[src/rtl/uart_rx.sv]
`default_nettype none
// ============================================================================
//  Module      : uart_rx
//  Description : UART receiver with 16x oversampling. It samples each data bit
//                and the stop bit at mid-bit, and reports a good frame or a
//                framing error with a one-cycle pulse.
//  Revision    : 1.0 - initial release
// ----------------------------------------------------------------------------
//  Parameters
//    DBIT        data bits per frame (at least 2)
//    BAUD_DIV    i_clk cycles per oversampling tick
//    OVS         oversampling ticks per bit (even, at least 2)
//  Ports
//    i_clk       clock; all state changes on its rising edge
//    i_reset     asynchronous active-low reset
//    i_rx        serial line, idle high, asynchronous to i_clk
//    o_data      last correctly framed word, LSB received first
//    o_rx_done   one-cycle pulse when o_data is updated
//    o_frame_err one-cycle pulse when the stop bit is sampled low
//    o_busy      high while a frame is in progress (FSM not in IDLE)
// ============================================================================
module uart_rx #(
   parameter int DBIT     = 8,
   parameter int BAUD_DIV = 163,
   parameter int OVS      = 16
) (
   input  logic            i_clk,
   input  logic            i_reset,
   input  logic            i_rx,
   output logic [DBIT-1:0] o_data,
   output logic            o_rx_done,
   output logic            o_frame_err,
   output logic            o_busy
);

   localparam int BW = (BAUD_DIV > 1) ? $clog2(BAUD_DIV) : 1;
   localparam int SW = (OVS > 1)      ? $clog2(OVS)      : 1;
   localparam int NW = (DBIT > 1)     ? $clog2(DBIT)     : 1;

   localparam logic [BW-1:0] BAUD_LAST = BW'(BAUD_DIV - 1);
   localparam logic [SW-1:0] S_MID     = SW'(OVS / 2 - 1);
   localparam logic [SW-1:0] S_LAST    = SW'(OVS - 1);
   localparam logic [NW-1:0] N_LAST    = NW'(DBIT - 1);

   typedef enum logic [1:0] {
      IDLE  = 2'd0,
      START = 2'd1,
      DATA  = 2'd2,
      STOP  = 2'd3
   } state_t;

   // ------------------------------------------------------------------------
   // Input synchronizer and falling-edge detection
   // ------------------------------------------------------------------------
   logic       rx_meta;
   logic       rx_s;
   logic       rx_prev;
   logic [1:0] sync_ok;
   logic       rx_fall;

   // sync_ok[1] marks the point after reset where rx_s first reflects the
   // real line instead of the flops' reset value. Until then rx_prev stays 0,
   // so a line that is already low when reset is released does not look like
   // a start edge. Reception waits for the line to go high and then fall.
   always_ff @(posedge i_clk or negedge i_reset) begin
      if (!i_reset) begin
         rx_meta <= 1'b1;
         rx_s    <= 1'b1;
         rx_prev <= 1'b0;
         sync_ok <= 2'b00;
      end else begin
         rx_meta <= i_rx;
         rx_s    <= rx_meta;
         sync_ok <= {sync_ok[0], 1'b1};
         rx_prev <= sync_ok[1] ? rx_s : 1'b0;
      end
   end

   assign rx_fall = rx_prev & ~rx_s;

   // ------------------------------------------------------------------------
   // Free-running oversampling tick generator. It is not realigned to the
   // start edge, so the sample points can jitter by up to one tick.
   // ------------------------------------------------------------------------
   logic [BW-1:0] baud_cnt;
   logic          tick;

   assign tick = (baud_cnt == BAUD_LAST);

   always_ff @(posedge i_clk or negedge i_reset) begin
      if (!i_reset) begin
         baud_cnt <= '0;
      end else if (tick) begin
         baud_cnt <= '0;
      end else begin
         baud_cnt <= baud_cnt + BW'(1);
      end
   end

   // ------------------------------------------------------------------------
   // Receive FSM
   // ------------------------------------------------------------------------
   state_t          state, state_next;
   logic [SW-1:0]   s, s_next;
   logic [NW-1:0]   n, n_next;
   logic [DBIT-1:0] b, b_next;
   logic [DBIT-1:0] data_next;
   logic            done_next;
   logic            err_next;

   always_ff @(posedge i_clk or negedge i_reset) begin
      if (!i_reset) begin
         state       <= IDLE;
         s           <= '0;
         n           <= '0;
         b           <= '0;
         o_data      <= '0;
         o_rx_done   <= 1'b0;
         o_frame_err <= 1'b0;
      end else begin
         state       <= state_next;
         s           <= s_next;
         n           <= n_next;
         b           <= b_next;
         o_data      <= data_next;
         o_rx_done   <= done_next;
         o_frame_err <= err_next;
      end
   end

   always_comb begin
      state_next = state;
      s_next     = s;
      n_next     = n;
      b_next     = b;
      data_next  = o_data;
      done_next  = 1'b0;
      err_next   = 1'b0;

      case (state)
         IDLE: begin
            if (rx_fall) begin
               state_next = START;
               s_next     = '0;
            end
         end

         // Check the start bit again at its midpoint. A line that is already
         // back high is treated as a glitch.
         START: begin
            if (tick) begin
               if (s == S_MID) begin
                  if (!rx_s) begin
                     state_next = DATA;
                     s_next     = '0;
                     n_next     = '0;
                  end else begin
                     state_next = IDLE;
                  end
               end else begin
                  s_next = s + SW'(1);
               end
            end
         end

         // From here on s == OVS-1 falls at the middle of each bit.
         DATA: begin
            if (tick) begin
               if (s == S_LAST) begin
                  s_next = '0;
                  b_next = {rx_s, b[DBIT-1:1]};
                  if (n == N_LAST) begin
                     state_next = STOP;
                  end else begin
                     n_next = n + NW'(1);
                  end
               end else begin
                  s_next = s + SW'(1);
               end
            end
         end

         // Leave at mid stop bit. The remaining half bit gives the receiver
         // room to catch the next start edge of a back-to-back frame.
         STOP: begin
            if (tick) begin
               if (s == S_LAST) begin
                  state_next = IDLE;
                  s_next     = '0;
                  if (rx_s) begin
                     data_next = b;
                     done_next = 1'b1;
                  end else begin
                     err_next  = 1'b1;
                  end
               end else begin
                  s_next = s + SW'(1);
               end
            end
         end

         default: begin
            state_next = IDLE;
         end
      endcase
   end

   assign o_busy = (state != IDLE);

endmodule
`default_nettype wire

[config.mk]
export PLATFORM = sky130hd
export DESIGN_NAME = uart_rx
export DESIGN_NICKNAME = d
export VERILOG_FILES = /design/src/rtl/uart_rx.sv
export SDC_FILE = /design/constraint.sdc
export NUM_CORES = 1
export LEC_CHECK = 0
export CAP_MARGIN = 5
export CORE_ASPECT_RATIO = 1.75
export CORE_UTILIZATION = 38
export DETAILED_ROUTE_END_ITERATION = 16
export DONT_BUFFER_PORTS = 1
export HOLD_SLACK_MARGIN = 0.12
export MAX_ROUTING_LAYER = met4
export PLACE_DENSITY = 0.62
export SYNTH_ARGS = -nofsm -noshare
export SYNTH_HDL_FRONTEND = slang
export SYNTH_SLANG_ARGS = --single-unit
[constraint.sdc]
create_clock -name i_clk -period 5.3 [get_ports i_clk]
set_input_delay 1.06 -clock i_clk [delete_from_list [all_inputs] [get_ports i_clk]]
set_output_delay 1.06 -clock i_clk [all_outputs]
set_load 0.02 [all_outputs]
# ---- Yosys cells after proc, flatten, opt, wreduce, memory -nomap -nowiden
# Index checks and enable logic that the tools add are counted.
dict set report totals {
  ff_bits 40
  input_bits 3
  out_inout_bits 11
  elab_cells 79
}
dict set report op_classes {
  addsub 3
  n_eq_ne 19
  muxes 34
  bitwise 2
  reduce_logical 9
}
# cell n
set op_table {}
lappend op_table {{4-bit two-way mux} 6}
lappend op_table {{2-bit != test (second input constant)} 10}
lappend op_table {{2-bit two-way mux} 9}
lappend op_table {{3-bit two-way mux} 6}
lappend op_table {{4-bit one-hot mux with 3 select lines} 1}
lappend op_table {{1-bit two-way mux} 9}
lappend op_table {{8-bit by 1-bit adder with 8-bit output (second input constant)} 1}
lappend op_table {{8-bit == test (second input constant)} 1}
lappend op_table {{8-bit two-way mux} 1}
lappend op_table {{2-bit one-hot mux with 4 select lines} 1}
lappend op_table {{4-bit AND reduction} 2}
lappend op_table {{8-bit AND reduction} 1}
lappend op_table {{7-bit AND reduction} 1}
lappend op_table {{3-bit one-hot mux with 2 select lines} 1}
lappend op_table {{4-bit by 1-bit adder with 4-bit output (second input constant)} 1}
lappend op_table {{2-bit == test (second input constant)} 2}
lappend op_table {{4-bit by 3-bit == test with 1-bit output (second input constant)} 1}
lappend op_table {{4-bit == test (second input constant)} 1}
lappend op_table {{2-bit nonzero test} 2}
lappend op_table {{3-bit by 1-bit adder with 3-bit output (second input constant)} 1}
lappend op_table {{3-bit == test (second input constant)} 1}
lappend op_table {{3-bit != test (second input constant)} 1}
lappend op_table {{3-bit AND reduction} 1}
lappend op_table {{2-bit by 1-bit == test with 1-bit output (second input constant)} 1}
lappend op_table {{other kinds (5)} 5}

# ---- Depth between registers and ports, before layout
dict set report logic_depth {
  word_depth 5
  ltp_mapped 7
  ltp_nobuf 6
}

# ---- Worst setup path after synthesis
# No wires, ideal clock.
dict set report synth_timing {
  path_type {register to output}
  from {register with a tool-made name}
  to {output o_busy}
  t_arrival_ns 0.839
  required_time_ns 4.240
  setup_slack_ns 3.401
  stages_incl_launch_ff 3
  path_buffers 0
  cell_sequence {dfrtp_1 > nor2_1 > inv_1}
}
# item line
set synth_lines {}
lappend synth_lines {{to (decl)} 33} ;# output logic o_busy

==> load_flow_metrics.sql <==
INSERT INTO impl_metrics (metric_group, metric, value, unit) VALUES
('placement', 'gp_congestion', '0.690', ''),
('cts', 'root_buffer', 'sky130_fd_sc_hd__clkbuf_8', ''),
('cts', 'cts_buffer_depth', '2', ''),
('cts', 'cts_resized', '0', ''),
('floorplan', 'die_area', '5110', 'um2'),
('synth', 'synth_top_family_by_area', 'simple AND/OR/NAND/NOR gates', ''),
('detailed_routing', 'ant_nets', '0', ''),
('synth', 'ys_dominant_reg_cell', 'sky130_fd_sc_hd__dfrtp_1', ''),
('sta', 'worst_slew_pin_slew', '0.611', 'ns'),
('detailed_routing', 'detailed_routing_iteration_count_for_the_pre_antenna_repair_pass', '4', ''),
('power_and_ir_drop', 'share_comb_of_total_power', '8.1', '%'),
('synth', 'mappedNetlistNets', '158', ''),
('worst_hold_path', 'min_from', 'sync_ok[0]', ''),
('power_and_ir_drop', 'swShare', '25.1', '%'),
('sta', 'relative_slew_slack', '59.2', '%'),
('layout', 'multiInputGateArea', '759', 'um2'),
('run_status', 'status', 'completed', ''),
('power_and_ir_drop', 'pwr-share-seq', '58.0', '%'),
('floorplan', 'pin_count', '14', ''),
('synth', 'netlist_instances', '150', ''),
('placement', 'dpl.hpwl', '2310', 'um'),
('sta', 'hold-worst-slack', '0.354', 'ns'),
('detailed_routing', 'top_signal_layer_used', 'met4', ''),
('grt', 'number_of_antenna_violations_at_the_first_check_in_global_routing', '0', ''),
('grt', 'grt_use_total', '14.6', '%'),
('synth', 'synth_fa_ha_area_share', '3.42', '%'),
('sta', 'fin_crit', '2.48', 'ns'),
('floorplan', 'die_x', '54.4', 'um'),
('cts', 'cts_num_sinks', '40', ''),
('power_and_ir_drop', 'power.internal', '419', 'uW'),
('detailed_routing', 'routed-wl-met3', '76', 'um'),
('sta', 'timing.final.crit_share', '46.8', '%'),
('setup_path', 'worstPathArrival', '1.42', 'ns'),
('layout', 'register_cell_area_after_layout', '1000', 'um2'),
('synth', 'synth-seq-cells', '40', ''),
('floorplan', 'start_util', '39.2', '%'),
('setup_path', 'ff2ff_path_depth', '6', ''),
('placement', 'dp.cells', '198', ''),
('detailed_routing', 'routed_wl_met2', '1840', 'um'),
('synth', 'synthSimpleGateAreaFrac', '15.8', '%'),
('synth', 'synth_area_per_cell', '12.2', 'um2'),
('run', 'cap_violations', '0', ''),
('synth', 'synth_cell_type_count', '39', ''),
('synth', 'synthesis_warning_total', '0', ''),
('sta', 'rsz_0062_raised_after_global_routing', 'false', ''),
('setup_path', 'worst_ep_required_time', '4.24', 'ns'),
('synth', 'synth-seq-area-share', '54.9', '%'),
('sta', 'slew_viol_final', '0', ''),
('detailed_routing', 'number_of_design_rule_violations_left_after_detail_routing', '0', ''),
('power_and_ir_drop', 'static-leakage-power', '0.000902', 'uW'),
('cts', 'clk_pin_slew', '0.07', 'ns'),
('placement', 'port_buffers', '0', ''),
('layout', 'fin_nets', '161', ''),
('synth', 'ys_top_cells_by_area', 'sky130_fd_sc_hd__dfrtp_1 52%, sky130_fd_sc_hd__mux2_2 10%, sky130_fd_sc_hd__ha_1 3.4%', ''),
('sta', 'finalSetupViolCount', '0', ''),
('setup_path', 'crit_path_max_fanout', '13', ''),
('floorplan', 'core-area', '4670', 'um2'),
('cts', 'cts-hold-fix-buffers', '0', ''),
('grt', 'grt_remaining_overflow', '0', ''),
('detailed_routing', 'drt_iter0_markers', '18', ''),
('synth', 'synthMuxAreaShare', '12.1', '%'),
('synth', 'synth-async-reset-ratio', '100', '%'),
('setup_path', 'timing.setup.critical_path_class', 'register to output pin', ''),
('detailed_routing', 'wl', '3120', 'um'),
('synth', 'synthesis.area', '1830', 'um2'),
('synth', 'yosysTopAreaCell', 'sky130_fd_sc_hd__dfrtp_1', ''),
('grt', 'grt_pass1_wl', '5340', 'um'),
('detailed_routing', 'drt-wirelength-per-cell', '15.1', 'um'),
('layout', 'final_cell_count_no_fill', '206', ''),
('layout', 'num_antenna_cells', '0', ''),
('sta', 'finalWorstSetupSlack', '2.82', 'ns');
[Yosys cell counts, types with 4 or more instances]
cell	n
sky130_fd_sc_hd__nand3_1	7
sky130_fd_sc_hd__nor2_1	10
sky130_fd_sc_hd__dfrtp_1	38
sky130_fd_sc_hd__nand2_1	7
sky130_fd_sc_hd__xor2_1	4
sky130_fd_sc_hd__mux2_2	17
sky130_fd_sc_hd__nand4_1	4
sky130_fd_sc_hd__xnor2_1	4
sky130_fd_sc_hd__ha_1	5
sky130_fd_sc_hd__and2_1	4
sky130_fd_sc_hd__inv_1	8
[state kept, by name, indices dropped and copies added (netlist names), named ones only]
name         flops
rx_s             1
baud_cnt         8
state            1
rx_meta          1
s                4
o_frame_err      1
b                8
n                3
o_rx_done        1
sync_ok          2
rx_prev          1
o_data           8
[cell families (layout without fill, tap and decap cells)]
family,count (synthesis),count (layout)
other,1,1
AOI/OAI and AO/OA,16,16
muxes,20,20
DFF,40,40
adders and majority gates,5,5
and+or+nand+nor,48,48
xor gates and xnor gates,8,8
buffers and inverters,12,16
[power groups by stage]
stage | Combinational, uW | Clock [uW] | Sequential [uW]
floorplan | 52.4 | 0 | 322
global placement | 42.5 | 0 | 329
detailed placement | 45.3 | 0 | 330
CTS | 45.4 | 200 | 324
global route | 48.2 | 209 | 327
finish | 45.3 | 190 | 324
[cell type report]
| class | count | share of cell area [%] |
|---|---|---|
| Sequential cell | 40 | 51.7 |
| Multi-Input combinational cell | 98 | 39.2 |
| Clock buffer | 7 | 3.94 |
| Tap cell | 52 | 3.35 |
| Inverter | 8 | 1.55 |
| Clock inverter | 1 | 0.258 |
[routing by layer]
layer,vias up,GRT usage (%)
met2,12,25.2
met4,0,5.77
met1,581,15.7
met5,-,-
li1,531,-
met3,4,2.75
[worst paths after layout]
check                              end  slack [ns]
min in group asynchronous  o_frame_err        0.47
min                         sync_ok[1]        0.35
max in group asynchronous         rx_s        4.66
min reg2reg                 sync_ok[1]        0.35
max                             o_busy        2.82
max reg2reg                       n[0]        3.31
[placed cells by master (no fill, tap or decap), types with 2 or more instances in the layout]
cell type / count
sky130_fd_sc_hd__mux2i_1: 3
sky130_fd_sc_hd__o211ai_1: 2
sky130_fd_sc_hd__nand4_1: 4
sky130_fd_sc_hd__clkbuf_1: 2
sky130_fd_sc_hd__dfstp_2: 2
sky130_fd_sc_hd__and3_1: 2
sky130_fd_sc_hd__a21oi_1: 3
sky130_fd_sc_hd__clkbuf_8: 5
sky130_fd_sc_hd__nand3_1: 7
sky130_fd_sc_hd__inv_1: 8
sky130_fd_sc_hd__and2_1: 4
sky130_fd_sc_hd__nor3_1: 2
sky130_fd_sc_hd__nor2_1: 10
sky130_fd_sc_hd__xor2_1: 4
sky130_fd_sc_hd__mux2_2: 17
sky130_fd_sc_hd__o21ai_0: 3
sky130_fd_sc_hd__o211a_1: 2
sky130_fd_sc_hd__nor3_4: 2
sky130_fd_sc_hd__nor3b_1: 3
sky130_fd_sc_hd__ha_1: 5
sky130_fd_sc_hd__xnor2_1: 4
sky130_fd_sc_hd__dfrtp_1: 38
sky130_fd_sc_hd__nand2_1: 7
[per-stage QoR]
stage	utilization (%)	area, um2	total power, uW
after floorplan	-	1830	374
after detailed placement	39.8	1860	375
final	41.6	1940	559
after global routing	41.6	1940	585
after global placement	39.8	1860	371
after CTS	41.6	1940	569
(Power assumes the default switching activity.)
